`config.mk`:
```
export PLATFORM = sky130hd
export DESIGN_NAME = eccdes_host_if
export DESIGN_NICKNAME = d
export VERILOG_FILES = /design/src/rtl/eccdes_pkg.sv /design/src/rtl/eccdes_host_if_word_reg164.sv /design/src/rtl/eccdes_host_if.sv
export SDC_FILE = /design/constraint.sdc
export NUM_CORES = 1
export LEC_CHECK = 0
export ABC_AREA = 0
export ABC_CLOCK_PERIOD_IN_PS = 3300
export BUFFER_PORTS_ARGS = -buffer_cell sky130_fd_sc_hd__buf_2
export CAP_MARGIN = 20
export CORE_AREA = 2 2 356 358
export CTS_BUF_LIST = sky130_fd_sc_hd__clkbuf_8
export CTS_CLUSTER_DIAMETER = 150
export DETAILED_ROUTE_END_ITERATION = 8
export DIE_AREA = 0 0 358 360
export MAX_ROUTING_LAYER = met4
export PLACE_DENSITY = 0.48
export SYNTH_ARGS = -nofsm -noshare
export SYNTH_HDL_FRONTEND = slang
export SYNTH_SLANG_ARGS = --single-unit
export TNS_END_PERCENT = 30
```
`constraint.sdc`:
```
create_clock -name clk -period 3.3 [get_ports clk]
set_input_delay 0.33 -clock clk [delete_from_list [all_inputs] [get_ports clk]]
set_output_delay 0.33 -clock clk [all_outputs]
set_load 0.01 [all_outputs]
```
`src/rtl/eccdes_pkg.sv`:
```
// ---------------------------------------------------------------------------
// eccdes_pkg
// Shared definitions for the ECC/3DES host interface:
//   - register map, expressed as 8-word regions plus word offsets
//   - CTRL register bit positions
//   - control FSM state encoding
//   - selectWord(): picks one 32-bit host word out of a 164-bit operand
// ---------------------------------------------------------------------------
package eccdes_pkg;

    // The map is organised in 8-word regions; region = address >> 3.
    localparam int REGION_CTRL = 0;   // 0x00-0x07: CTRL and STATUS
    localparam int REGION_K    = 1;   // 0x08-0x0D
    localparam int REGION_PX   = 2;   // 0x10-0x15
    localparam int REGION_PY   = 3;   // 0x18-0x1D
    localparam int REGION_PUX  = 4;   // 0x20-0x25
    localparam int REGION_PUY  = 5;   // 0x28-0x2D

    localparam logic [2:0] WORD_CTRL   = 3'd0;
    localparam logic [2:0] WORD_STATUS = 3'd1;

    localparam int OPERAND_W = 164;

    // CTRL register bits
    localparam int CTRL_ECC1     = 0;
    localparam int CTRL_ECC2     = 1;
    localparam int CTRL_DES      = 2;
    localparam int CTRL_DES_STOP = 3;

    typedef enum logic [2:0] {
        IDLE     = 3'd0,
        E1_GO    = 3'd1,
        E1_WAIT  = 3'd2,
        E2_GO    = 3'd3,
        E2_WAIT  = 3'd4,
        DES_RUN  = 3'd5,
        DES_WAIT = 3'd6
    } state_t;

    // Word 5 only carries the top four bits; words 6 and 7 read as zero.
    function automatic logic [31:0] selectWord(input logic [OPERAND_W-1:0] value,
                                               input logic [2:0]           idx);
        logic [31:0] word;
        word = '0;
        case (idx)
            3'd0:    word = value[31:0];
            3'd1:    word = value[63:32];
            3'd2:    word = value[95:64];
            3'd3:    word = value[127:96];
            3'd4:    word = value[159:128];
            3'd5:    word = {28'b0, value[163:160]};
            default: word = '0;
        endcase
        return word;
    endfunction

endpackage

```
`src/rtl/eccdes_host_if_word_reg164.sv`:
```
// ---------------------------------------------------------------------------
// word_reg164
// One 164-bit operand register assembled from six 32-bit host writes,
// with a word-indexed readback mux.
//   clk, n_rst   : clock, asynchronous active-low reset
//   wr_en_i      : write strobe for this operand
//   wr_word_i    : word index being written (0..5, others ignored)
//   wr_data_i    : host write data (only [3:0] used for word 5)
//   rd_word_i    : word index being read
//   value_o      : full 164-bit operand
//   rd_data_o    : selected 32-bit word (zero for indices 6 and 7)
// ---------------------------------------------------------------------------
module word_reg164
    import eccdes_pkg::*;
(
    input  logic                 clk,
    input  logic                 n_rst,
    input  logic                 wr_en_i,
    input  logic [2:0]           wr_word_i,
    input  logic [31:0]          wr_data_i,
    input  logic [2:0]           rd_word_i,
    output logic [OPERAND_W-1:0] value_o,
    output logic [31:0]          rd_data_o
);

    logic [OPERAND_W-1:0] value_q;

    always_ff @(posedge clk or negedge n_rst) begin
        if (!n_rst) begin
            value_q <= '0;
        end else if (wr_en_i) begin
            case (wr_word_i)
                3'd0:    value_q[31:0]    <= wr_data_i;
                3'd1:    value_q[63:32]   <= wr_data_i;
                3'd2:    value_q[95:64]   <= wr_data_i;
                3'd3:    value_q[127:96]  <= wr_data_i;
                3'd4:    value_q[159:128] <= wr_data_i;
                3'd5:    value_q[163:160] <= wr_data_i[3:0];
                default: ;
            endcase
        end
    end

    assign value_o   = value_q;
    assign rd_data_o = selectWord(value_q, rd_word_i);

endmodule

```
`src/rtl/eccdes_host_if.sv`:
```
// ---------------------------------------------------------------------------
// eccdes_host_if
// Memory-mapped host slave for the ECCDH3DES controller. Holds the private
// scalar and point operands, exposes the public key, sequences start
// commands and reports completion through sticky status bits and irq.
//   clk, n_rst         : clock, asynchronous active-low reset
//   avs_*              : host slave port (one-cycle read latency)
//   ecc_start1/2       : one-cycle start pulses for the two ECC phases
//   des_start          : level held for the whole DES run
//   ecc1/2_done,des_done : completion flags from the controller
//   PuX, PuY           : public key, read-only to the host
//   k_out,px_out,py_out: operand registers to the ECC core
//   irq                : high while any sticky done bit is set
// ---------------------------------------------------------------------------
module eccdes_host_if
    import eccdes_pkg::*;
#(
    parameter int ADDR_W = 6
) (
    input  logic                 clk,
    input  logic                 n_rst,
    input  logic [ADDR_W-1:0]    avs_address,
    input  logic                 avs_write,
    input  logic                 avs_read,
    input  logic [31:0]          avs_writedata,
    output logic [31:0]          avs_readdata,
    output logic                 avs_readdatavalid,
    output logic                 ecc_start1,
    output logic                 ecc_start2,
    output logic                 des_start,
    input  logic                 ecc1_done,
    input  logic                 ecc2_done,
    input  logic                 des_done,
    input  logic [OPERAND_W-1:0] PuX,
    input  logic [OPERAND_W-1:0] PuY,
    output logic [OPERAND_W-1:0] k_out,
    output logic [OPERAND_W-1:0] px_out,
    output logic [OPERAND_W-1:0] py_out,
    output logic                 irq
);

    state_t      state_q, state_d;
    logic        ecc1Sticky_q, ecc1Sticky_d;
    logic        ecc2Sticky_q, ecc2Sticky_d;
    logic        desDonePrev_q;
    logic [31:0] readdata_q, readdata_d;
    logic        readdatavalid_q;

    logic [ADDR_W-1:0] region;
    logic [2:0]        wordSel;
    logic              ctrlWrite, statusRead, operandWriteOk;
    logic              kWrEn, pxWrEn, pyWrEn;
    logic [31:0]       kRd, pxRd, pyRd, statusWord;
    logic              busy, desDoneRise, ecc1Set, ecc2Set;

    assign region  = avs_address >> 3;
    assign wordSel = avs_address[2:0];

    assign ctrlWrite  = avs_write && (region == ADDR_W'(REGION_CTRL)) && (wordSel == WORD_CTRL);
    assign statusRead = avs_read  && (region == ADDR_W'(REGION_CTRL)) && (wordSel == WORD_STATUS);

    // Operands are frozen while the controller may be consuming them.
    assign operandWriteOk = avs_write && (state_q == IDLE);
    assign kWrEn  = operandWriteOk && (region == ADDR_W'(REGION_K));
    assign pxWrEn = operandWriteOk && (region == ADDR_W'(REGION_PX));
    assign pyWrEn = operandWriteOk && (region == ADDR_W'(REGION_PY));

    word_reg164 u_k (
        .clk(clk), .n_rst(n_rst), .wr_en_i(kWrEn), .wr_word_i(wordSel),
        .wr_data_i(avs_writedata), .rd_word_i(wordSel), .value_o(k_out), .rd_data_o(kRd)
    );

    word_reg164 u_px (
        .clk(clk), .n_rst(n_rst), .wr_en_i(pxWrEn), .wr_word_i(wordSel),
        .wr_data_i(avs_writedata), .rd_word_i(wordSel), .value_o(px_out), .rd_data_o(pxRd)
    );

    word_reg164 u_py (
        .clk(clk), .n_rst(n_rst), .wr_en_i(pyWrEn), .wr_word_i(wordSel),
        .wr_data_i(avs_writedata), .rd_word_i(wordSel), .value_o(py_out), .rd_data_o(pyRd)
    );

    assign busy       = (state_q != IDLE);
    assign statusWord = {28'b0, busy, des_done, ecc2Sticky_q, ecc1Sticky_q};

    // Only a fresh rising edge ends a DES run, so a done level left high
    // from a previous run cannot complete the next one.
    assign desDoneRise = des_done && !desDonePrev_q;

    assign ecc1Set = (state_q == E1_WAIT) && ecc1_done;
    assign ecc2Set = (state_q == E2_WAIT) && ecc2_done;

    // Read mux; readdata is registered, so a write in the same cycle is
    // not yet visible and the read returns the previous contents.
    always_comb begin
        readdata_d = readdata_q;
        if (avs_read) begin
            readdata_d = '0;
            if (region == ADDR_W'(REGION_CTRL)) begin
                if (wordSel == WORD_STATUS) readdata_d = statusWord;
            end else if (region == ADDR_W'(REGION_K)) begin
                readdata_d = kRd;
            end else if (region == ADDR_W'(REGION_PX)) begin
                readdata_d = pxRd;
            end else if (region == ADDR_W'(REGION_PY)) begin
                readdata_d = pyRd;
            end else if (region == ADDR_W'(REGION_PUX)) begin
                readdata_d = selectWord(PuX, wordSel);
            end else if (region == ADDR_W'(REGION_PUY)) begin
                readdata_d = selectWord(PuY, wordSel);
            end
        end
    end

    // A completion in the same cycle as a clearing STATUS read must survive.
    always_comb begin
        ecc1Sticky_d = ecc1Set || (ecc1Sticky_q && !statusRead);
        ecc2Sticky_d = ecc2Set || (ecc2Sticky_q && !statusRead);
    end

    always_comb begin
        state_d = state_q;
        case (state_q)
            IDLE: begin
                if (ctrlWrite) begin
                    if (avs_writedata[CTRL_ECC1])      state_d = E1_GO;
                    else if (avs_writedata[CTRL_ECC2]) state_d = E2_GO;
                    else if (avs_writedata[CTRL_DES])  state_d = DES_RUN;
                end
            end
            E1_GO:    state_d = E1_WAIT;
            E1_WAIT:  if (ecc1_done) state_d = IDLE;
            E2_GO:    state_d = E2_WAIT;
            E2_WAIT:  if (ecc2_done) state_d = IDLE;
            DES_RUN:  if (ctrlWrite && avs_writedata[CTRL_DES_STOP]) state_d = DES_WAIT;
            DES_WAIT: if (desDoneRise) state_d = IDLE;
            default:  state_d = IDLE;
        endcase
    end

    always_ff @(posedge clk or negedge n_rst) begin
        if (!n_rst) begin
            state_q         <= IDLE;
            ecc1Sticky_q    <= 1'b0;
            ecc2Sticky_q    <= 1'b0;
            desDonePrev_q   <= 1'b0;
            readdata_q      <= '0;
            readdatavalid_q <= 1'b0;
        end else begin
            state_q         <= state_d;
            ecc1Sticky_q    <= ecc1Sticky_d;
            ecc2Sticky_q    <= ecc2Sticky_d;
            desDonePrev_q   <= des_done;
            readdata_q      <= readdata_d;
            readdatavalid_q <= avs_read;
        end
    end

    assign avs_readdata      = readdata_q;
    assign avs_readdatavalid = readdatavalid_q;
    assign ecc_start1        = (state_q == E1_GO);
    assign ecc_start2        = (state_q == E2_GO);
    assign des_start         = (state_q == DES_RUN);
    assign irq               = ecc1Sticky_q || ecc2Sticky_q;

endmodule

```
==> run_results.csv, run 1 <==
group,metric,value,unit
synthesis,ys_seq_elements,531,
sta,period_minus_slack,2.74,ns
synthesis,postSynth.asyncResetShare,1.00,
sta,fin_crit_sh,0.831,
worst_hold_path,hold_class,"input port to flip-flop",
sta,hold_viol,0,
power,pwr-share-clk,0.309,
status,status,"completed",
die,die_h,360,um
power,power.density,581,nW/um^2
finish,mostFrequentLayoutCells,"buf_2, dfrtp_1, mux2_2",
placement,numPortBuffers,901,
power,p_seq_frac,0.414,
clocking,post_cts_buffers,0,
critical_path,critical_path_required,4.02,ns
die,die_area,129000,sq um
synthesis,syn_inst,2153,
critical_path,rrSetupSlack,0.56,ns
clocking,cts_buffers,98,
critical_path,cp.arrival,3.46,ns
die,die_w,358,um
flow_run,maxCapViolCount,0,
clocking,cts_tree,"built",
critical_path,crit_path_end_kind,"flip-flop",
critical_path,critPathCapture,"u_k.value_o[41]$_DFFE_PN0P_",
detailed_routing,wl,178000,um
power,power_leakage,18.7,nW
critical_path,r2r.worst_path.cells,6,
grt,grtUsageTotal,0.277,
critical_path,critPathMaxStageDelay,0.55,ns
clocking,cts_sinks,531,
sta,tns,0,ns
synthesis,yosysTopAreaCell,"dfrtp_1",
synthesis,synth.area.top_cells,"dfrtp_1, mux2_2, mux4_2",
placement,gp_congestion,0.864,
synthesis,synth_seq_area_share,0.490,
clocking,clk_pin_slew,0.06,ns
synthesis,yosys_warnings,0,
clocking,insertion_delay,0.86,ns
sta,slew-limit-headroom,0.342,
clocking,post_cts_resized,0,
critical_path,critPathKind,"flip-flop to flip-flop",
sta,fmax,365,MHz
detailed_routing,drc,0,
synthesis,syn_area,27100,sq um
clocking,ctsLongestPathBuffers,3,
detailed_routing,vias_per_cell,5.14,
die,rows,130,
critical_path,startpoint_type,"flip-flop",
critical_path,cpMaxStageDelayCell,"nor2_2",
sta,setup_violations,0,
detailed_routing,num_vias,25022,
synthesis,ys_types,68,
power,netSwitchingPower,0.00773,W
die,start_util,0.217,
grt,grt_max_degree,74,
critical_path,rr_startpoint,"state_q[1]$_DFFE_PN0P_",
critical_path,crit_fanout,17,
power,p_int,0.0136,W
power,netSwitchingFraction,0.362,
die,ios,902,
placement,placed_area,34400,sq um
clocking,ctsRootBufferMaster,"clkbuf_8",
grt,grt_pass1_vias,25327,
synthesis,dominantRegCellSynth,"dfrtp_1",
placement,dp_hpwl,132000,um
grt,antenna_found_initial,25,
power,ir_drop,0.000353,V
grt,overflow,0,
sta,drv_slew,0,
sta,skew,0.0675,ns
critical_path,cp_cell_sequence,"nor3_2, nand2_1, nor2_2, nand2_4, buf_12, mux2_2",
detailed_routing,wl_per_cell,36.5,um
critical_path,reg2reg_to,"u_k.value_o[41]$_DFFE_PN0P_",
clocking,hold_buffers,38,
worst_hold_path,min-delay-start,"PuX[15]",
finish,layout.nets,3502,
synthesis,avgSynthCellArea,12.6,sq um
finish,layout-drive-gt1-share,0.557,
synthesis,synth_top_area_frac,0.490,
finish,syn2layout_area_growth,35.5,%
finish,final_common_cell,"buf_2",
clocking,cts_max_level,3,
detailed_routing,drtAntennaViolNets,0,
grt,grt_pass1_wl,233000,um
synthesis,syn-num-nets,2526,
finish,fin_util,0.294,
synthesis,synth_enable_flop_cells,0,
sta,rsz0062_at_grt,"no",
detailed_routing,dr.first_iter.drc_count,1996,
die,coreArea,125000,sq um
power,power.total,0.0214,W
sta,tightest_slew,0.983,ns
power,combPwrFrac,0.277,
finish,design_area,36700,sq um
detailed_routing,firstDrtPassIters,7,
critical_path,critPathLaunch,"state_q[1]$_DFFE_PN0P_",
## per-stage QoR
| stage | cells | hold WS (ns) | setup slack (ns) |
|---|---|---|---|
| finish | 4870 | 0.0881 | 0.559 |
| global placement | 4641 | 0.391 | 0.313 |
| detailed placement | 4641 | 0.391 | 0.304 |
| floorplan | 2153 | 0.0344 | 1.29 |
| global route | 4869 | 0.0541 | 0.433 |
| CTS | 4851 | 0.00361 | 0.515 |
## state kept, by name, summed over array words and instances, names as in the netlist
signal	flops
ecc2Sticky_q	1
avs_readdatavalid	1
u_py.value_o	164
avs_readdata	32
desDonePrev_q	1
u_px.value_o	164
state_q	3
u_k.value_o	164
ecc1Sticky_q	1
## final cells by class
class / count / area [sq um]
multi-input combinational: 1396 / 12900
inverter: 15 / 58.8
timing repair buffer: 1087 / 6430
antenna: 19 / 47.5
tap: 1650 / 2060
clock inverter: 49 / 255
clock buffer: 123 / 1690
sequential: 531 / 13300
fill: 13207 / 88200
## worst max-delay path, delay by kind of cell (launching register included)
| family | cells | cell delay (ns) |
|---|---|---|
| muxes | 1 | 0.30 |
| and+or+nand+nor | 4 | 1.50 |
| DFF | 1 | 0.46 |
| buffers and inverters | 1 | 0.31 |
## logic make-up after synthesis
kind of cell / synth area share
AOI/OAI and AO/OA: 0.116
buffers and inverters: 0.0416
and+or+nand+nor: 0.0452
muxes: 0.307
DFF: 0.490
## per-layer routing
layer,GRT usage,wire length (um)
met3,0.0610,12700
met5,-,0
met2,0.460,87600
met4,0.103,7250
met1,0.325,70400
## synth_stat cells, types with 6 or more instances
cell type  number
nor2b_1         8
o221ai_1       29
mux2_1         49
dfrtp_1       531
o32ai_1        11
a21oi_1       103
a211oi_1       31
nor2_1         69
o21ai_0        77
buf_6           7
a221oi_1       58
a22oi_1        50
inv_1          14
o22ai_1        12
a31oi_1        10
a221o_1        10
nand2_1        79
and3_1          7
mux2i_1       100
nor3_1         14
mux4_2         61
clkbuf_1       76
buf_4          29
nand3_1        26
nand3b_1        7
o31ai_1         6
o2bb2ai_1       9
mux2_2        480
buf_2          94
## power by group through the flow
stage               clock, W  sequential (W)  combinational, W
CTS                  0.00673         0.00882           0.00598
global route         0.00700         0.00897           0.00623
global placement           0         0.00890           0.00590
detailed placement         0         0.00892           0.00593
floorplan                  0         0.00914           0.00209
finish               0.00659         0.00885           0.00591
## how the worst min path moves through the flow
| stage | cells after the start | end |
|---|---|---|
| final | 5 | avs_readdata[15]$_DFFE_PN0P_ |
| after global routing | 2 | u_px.value_o[158]$_DFFE_PN0P_ |
| after global placement | 1 | u_px.value_o[67]$_DFFE_PN0P_ |
| after CTS | 5 | avs_readdata[8]$_DFFE_PN0P_ |
| after detailed placement | 1 | u_px.value_o[98]$_DFFE_PN0P_ |
| after floorplan | 0 | avs_readdata[0]$_DFFE_PN0P_ |
(Power assumes the default switching activity.)
==> run 2, diff against run 1 <==
Settings changed: ABC_AREA 0 to 1, ABC_CLOCK_PERIOD_IN_PS 3300 to 2200, CORE_AREA 2 2 356 358 to 2 2 349 351, DIE_AREA 0 0 358 360 to 0 0 351 353, PLACE_DENSITY 0.48 to 0.49.
Clock period 3.3 ns to 2.2 ns, I/O delays scaled along.
==> run 2 against run 1 <==
Utilization is 0.79 points higher. Sequential share of layout area grew 0.32 points. First-iteration DRC count increased by 0.15%. Final cell count grew 27%. Power up 38%. Setup slack got worse by 0.45 ns. Fmax grew 31%. Critical endpoint is now u_px.value_o[81]$_DFFE_PN0P_. Highest routed layer unchanged.
==> run_results.csv, run 2 <==
group,metric,value,unit
critical_path,critPathKind,"flip-flop to flip-flop",
detailed_routing,drtAntennaViolNets,0,
critical_path,reg2reg_to,"u_px.value_o[81]$_DFFE_PN0P_",
worst_hold_path,hold_class,"input port to flip-flop",
critical_path,startpoint_type,"flip-flop",
critical_path,rrSetupSlack,0.11,ns
synthesis,avgSynthCellArea,7.52,sq um
clocking,post_cts_buffers,0,
die,coreArea,121000,sq um
clocking,ctsLongestPathBuffers,3,
synthesis,ys_seq_elements,531,
status,status,"completed",
die,start_util,0.215,
flow_run,maxCapViolCount,0,
power,power.density,807,nW/um^2
detailed_routing,num_vias,28335,
synthesis,yosysTopAreaCell,"dfrtp_1",
power,ir_drop,0.000474,V
grt,grt_pass1_vias,27782,
placement,dp_hpwl,122000,um
detailed_routing,drc,0,
die,die_area,124000,sq um
placement,gp_congestion,0.931,
sta,rsz0062_at_grt,"no",
sta,drv_slew,0,
clocking,insertion_delay,0.74,ns
synthesis,syn-num-nets,3825,
finish,design_area,36400,sq um
synthesis,synth_top_area_frac,0.512,
finish,layout-drive-gt1-share,0.291,
sta,tns,0,ns
sta,period_minus_slack,2.09,ns
synthesis,synth.area.top_cells,"dfrtp_1, nand2_1, o21ai_0",
critical_path,cpMaxStageDelayCell,"dfrtp_1",
finish,mostFrequentLayoutCells,"nand2_1, buf_2, dfrtp_1",
detailed_routing,firstDrtPassIters,6,
sta,fmax,479,MHz
synthesis,dominantRegCellSynth,"dfrtp_1",
worst_hold_path,min-delay-start,"avs_writedata[10]",
power,power_leakage,19.3,nW
synthesis,synth_common_cells,"nand2_1, dfrtp_1, o21ai_0, o21ai_1, nand3_1",
synthesis,synth_enable_flop_cells,0,
clocking,cts_tree,"built",
detailed_routing,wl,156000,um
synthesis,synthMostInstantiatedCell,"nand2_1",
sta,slew-limit-headroom,0.402,
placement,placed_area,34100,sq um
synthesis,syn_area,26000,sq um
sta,skew,0.0614,ns
synthesis,syn_inst,3452,
sta,setup_violations,0,
placement,numPortBuffers,901,
critical_path,rr_startpoint,"state_q[1]$_DFFE_PN0P_",
worst_hold_path,whs_endpoint,"u_k.value_o[138]$_DFFE_PN0P_",
critical_path,r2r.worst_path.cells,10,
synthesis,postSynth.asyncResetShare,1.00,
finish,final_common_cell,"nand2_1",
critical_path,crit_fanout,50,
clocking,cts_sinks,531,
die,die_w,351,um
sta,fin_crit_sh,0.949,
synthesis,yosys_warnings,0,
detailed_routing,vias_per_cell,4.58,
critical_path,cp.arrival,2.66,ns
grt,grt_max_degree,76,
clocking,clk_pin_slew,0.06,ns
die,rows,128,
worst_hold_path,hold_depth,3,
critical_path,cp_cell_sequence,"nor2_2, nand2_1, inv_2, nand2_4, nor3_4, buf_6, nand2_4, buf_12, nand2_1, o21ai_1",
sta,holdWs,0.0844,ns
grt,overflow,0,
synthesis,ys_types,31,
sta,tightest_slew,0.895,ns
sta,hold_viol,0,
finish,layout.nets,4841,
detailed_routing,dr.first_iter.drc_count,1999,
die,ios,902,
finish,syn2layout_area_growth,40.3,%
clocking,cts_max_level,3,
detailed_routing,wl_per_cell,25.3,um
critical_path,crit_path_end_kind,"flip-flop",
grt,antenna_found_initial,23,
clocking,cts_buffers,98,
critical_path,critPathMaxStageDelay,0.42,ns
grt,grtUsageTotal,0.252,
synthesis,synth_seq_area_share,0.512,
grt,grt_pass1_wl,214000,um
critical_path,critical_path_required,2.78,ns
clocking,ctsRootBufferMaster,"clkbuf_8",
die,die_h,353,um
run 2: cell types whose count changed in the layout (fill, tap and decap cells not counted), moves of 58 or more:
cell | previous run | this run
nand2_1 | 61 | 1523
mux2_2 | 480 | 0
o21ai_0 | 77 | 336
o21ai_1 | 1 | 227
nand3_1 | 25 | 207
mux2i_1 | 100 | 0
inv_1 | 41 | 121
mux4_2 | 61 | 0
a221oi_1 | 58 | 0
run 2: per-stage QoR:
stage | util | total power [W] | setup WS (ns) | std cells
detailed placement | 0.283 | 0.0198 | -0.610 | 5968
global placement | 0.283 | 0.0197 | -0.654 | 5968
global route | 0.302 | 0.0308 | 0.0201 | 6185
finish | 0.302 | 0.0294 | 0.113 | 6190
floorplan | - | 0.0152 | 0.459 | 3452
CTS | 0.301 | 0.0298 | 0.0441 | 6171
run 2: worst max-delay path by stage:
| stage | startpoint | end | slack, ns | depth (start not counted) |
|---|---|---|---|---|
| floorplan | state_q[2]$_DFFE_PN0P_ | u_px.value_o[3]$_DFFE_PN0P_ | 0.46 | 9 |
| global placement | avs_address[1] | avs_readdata[20]$_DFFE_PN0P_ | -0.65 | 15 |
| detailed placement | avs_address[1] | avs_readdata[20]$_DFFE_PN0P_ | -0.61 | 15 |
| CTS | state_q[1]$_DFFE_PN0P_ | u_px.value_o[163]$_DFFE_PN0P_ | 0.04 | 9 |
| global route | state_q[1]$_DFFE_PN0P_ | u_px.value_o[15]$_DFFE_PN0P_ | 0.02 | 10 |
| finish | state_q[1]$_DFFE_PN0P_ | u_px.value_o[81]$_DFFE_PN0P_ | 0.11 | 10 |
run 2: layout make-up:
type / count / area, sq um
multi-input combinational: 2582 / 11300
clock inverter: 57 / 323
antenna: 19 / 47.5
inverter: 90 / 355
timing repair buffer: 1165 / 7440
fill: 13239 / 84200
sequential: 531 / 13300
clock buffer: 121 / 1670
tap: 1625 / 2030
run 2: per-layer routing:
metal / vias up / part of all wire / GRT usage
met3: 290 / 0.065 / 0.0528
met5: - / 0 / -
met2: 1118 / 0.52 / 0.448
met4: 0 / 0.055 / 0.126
met1: 13610 / 0.36 / 0.260
li1: 13317 / - / -
run 2: logic make-up (layout without fill, tap and decap cells):
family | after synthesis | count (layout) | synth area share
simple gates | 1910 | 1910 | 0.295
compound gates | 672 | 672 | 0.136
other cells | 0 | 19 | 0
flops | 531 | 531 | 0.512
buf+inv | 339 | 1433 | 0.0570
run 2: what timing repair did:
| item | in CTS | in global routing |
|---|---|---|
| setup endpoints to repair | 0 | 10 |
| hold endpoints to repair | 712 | 0 |
| resized for setup | 0 | 4 |
| hold buffers | 25 | 0 |
run 2: power breakdown:
part / switching [W] / total [W] / internal (W)
combinational: 0.00433 / 0.00689 / 0.00256
sequential: 0.00142 / 0.0127 / 0.0113
clock: 0.00462 / 0.00982 / 0.00520
total: 0.0104 / 0.0294 / 0.0190
run 2: critical path, delay by kind of cell, from the launching register on:
| family | cells | cell delay (ns) |
|---|---|---|
| simple gates | 6 | 0.82 |
| buf+inv | 3 | 0.50 |
| flops | 1 | 0.42 |
| compound gates | 1 | 0.06 |
==> run 3, diff against run 2 <==
Settings changed: ABC_AREA 1 to unset, ABC_CLOCK_PERIOD_IN_PS 2200 to 2000, CORE_AREA 2 2 349 351 to 2 2 356 358, DIE_AREA 0 0 351 353 to 0 0 358 360, PLACE_DENSITY 0.49 to 0.48, SLEW_MARGIN set to 20.
Clock period 2.2 ns to 2 ns, I/O delays scaled along.
==> run 3 against run 2 <==
Design area grew 9.7%. Critical endpoint is now state_q[2]$_DFFE_PN0P_. The flow now finishes with violations (setup timing). First-iteration DRC count grew 4.8%. Setup slack lost 0.15 ns.
==> run_results.csv, run 3 (same netlist as run 1, synthesis figures left out) <==
group,metric,value,unit
status,status,"finished, violations left",
status,violations,"setup timing",
sta,fin_crit_sh,1.02,
grt,grt_pass1_wl,238000,um
clocking,cts_max_level,3,
critical_path,critPathKind,"flip-flop to flip-flop",
clocking,cts_buffers,98,
sta,fin_ws,-0.0380,ns
clocking,ctsRootBufferMaster,"clkbuf_8",
critical_path,rrSetupSlack,-0.04,ns
detailed_routing,drtAntennaViolNets,0,
detailed_routing,wl,182000,um
sta,tightest_slew,0.759,ns
grt,overflow,0,
placement,gp_congestion,0.885,
die,ios,902,
grt,grt_max_degree,95,
sta,rsz0062_at_grt,"yes",
clocking,clk_pin_slew,0.07,ns
critical_path,crit_path_end_kind,"flip-flop",
placement,numPortBuffers,901,
finish,layout.nets,3763,
grt,antenna_found_initial,24,
die,start_util,0.217,
worst_hold_path,hold_class,"input port to flip-flop",
power,power.density,924,nW/um^2
finish,layout-drive-gt1-share,0.599,
detailed_routing,num_vias,26148,
finish,multi_input_area,13100,sq um
critical_path,critPathLaunch,"state_q[1]$_DFFE_PN0P_",
critical_path,critPathCapture,"state_q[2]$_DFFE_PN0P_",
detailed_routing,vias_per_cell,5.08,
critical_path,rr_startpoint,"state_q[1]$_DFFE_PN0P_",
finish,mostFrequentLayoutCells,"buf_2, dfrtp_1, mux2_2",
clocking,cts_tree,"built",
finish,syn2layout_area_growth,47.4,%
placement,pre_cts_ws,-0.782,ns
sta,hold_viol,0,
clocking,insertion_delay,0.79,ns
die,die_w,358,um
critical_path,startpoint_type,"flip-flop",
critical_path,critical_path_required,2.61,ns
power,ir_drop,0.000489,V
critical_path,cp.arrival,2.65,ns
sta,slew-limit-headroom,0.489,
sta,setup_violations,1,
finish,fin_util,0.320,
critical_path,crit_fanout,2,
finish,fill_cells,12944,
clocking,cts_sinks,531,
critical_path,reg2reg_to,"state_q[2]$_DFFE_PN0P_",
placement,dp_hpwl,142000,um
finish,seq_area,13300,sq um
placement,place_inst,4886,
detailed_routing,firstDrtPassIters,6,
flow_run,maxCapViolCount,0,
sta,period_minus_slack,2.04,ns
sta,holdWs,0.0827,ns
detailed_routing,drc,0,
die,coreArea,125000,sq um
finish,stdcell_count,5151,
finish,final_common_cell,"buf_2",
die,rows,130,
detailed_routing,wl_per_cell,35.3,um
die,die_area,129000,sq um
clocking,ctsLongestPathBuffers,3,
detailed_routing,dr.first_iter.drc_count,2094,
worst_hold_path,min-delay-start,"avs_writedata[3]",
sta,skew,0.0621,ns
die,die_h,360,um
critical_path,r2r.worst_path.cells,7,
sta,drv_slew,0,
grt,grtUsageTotal,0.280,
power,power_leakage,20.5,nW
power,power.total,0.0369,W
sta,fmax,491,MHz
grt,grt_pass1_vias,26490,
[run 3: repair_timing]
item,4_1_cts,5_1_grt
buffers inserted,3,1
setup endpoints to repair,246,205
pin swaps,7,2
cloned,1,3
endpoints found under the hold margin,924,0
resized for setup,27,29
hold buffers,46,0
[run 3: stage by stage]
stage          area [sq um]  setup TNS [ns]
6_report              40000         -0.0380
5_1_grt               40000          -0.417
4_1_cts               39700          -0.127
3_5_place_dp          36900          -42.26
3_3_place_gp          36900          -41.34
2_1_floorplan         27100               0
[run 3: per-layer routing]
layer / vias up / part of all wire / global-route usage
met3: 290 / 0.070 / 0.0561
met4: 0 / 0.040 / 0.0982
met5: - / 0 / -
met1: 13751 / 0.41 / 0.342
li1: 10750 / - / -
met2: 1357 / 0.48 / 0.457
[run 3: report_power, final]
part | total (W) | internal (W) | leakage [nW] | switching (W)
combinational | 0.0107 | 0.00477 | 12.2 | 0.00589
clock | 0.0117 | 0.00641 | 1.22 | 0.00529
sequential | 0.0146 | 0.0127 | 7.09 | 0.00183
total | 0.0369 | 0.0239 | 20.5 | 0.0130
[run 3: cell type report]
cell class,count,share of cell area
antenna,29,0.00182
clock buffer,134,0.0461
clock inverter,48,0.00858
inverter,15,0.00147
multi-input combinational,1396,0.327
sequential,531,0.332
tap,1650,0.0516
timing repair buffer,1348,0.231
[run 3: worst min path at each step]
| stage | to | slack [ns] | cells after the start |
|---|---|---|---|
| 2_1_floorplan | avs_readdata[0]$_DFFE_PN0P_ | -0.1 | 0 |
| 3_3_place_gp | u_px.value_o[162]$_DFFE_PN0P_ | 0.1 | 1 |
| 3_5_place_dp | u_px.value_o[162]$_DFFE_PN0P_ | 0.10 | 1 |
| 4_1_cts | u_py.value_o[155]$_DFFE_PN0P_ | 0.006 | 2 |
| 5_1_grt | avs_readdata[16]$_DFFE_PN0P_ | 0.03 | 4 |
| 6_report | u_py.value_o[35]$_DFFE_PN0P_ | 0.08 | 3 |
[run 3: critical path: stages (launching register included)]
cell and delay, ns:
dfrtp_1 0.42, buf_6 0.14, nor2_4 0.09, nand2_2 0.06, or4_1 0.40, o211ai_1 0.15, mux2_1 0.34, or3_1 0.30
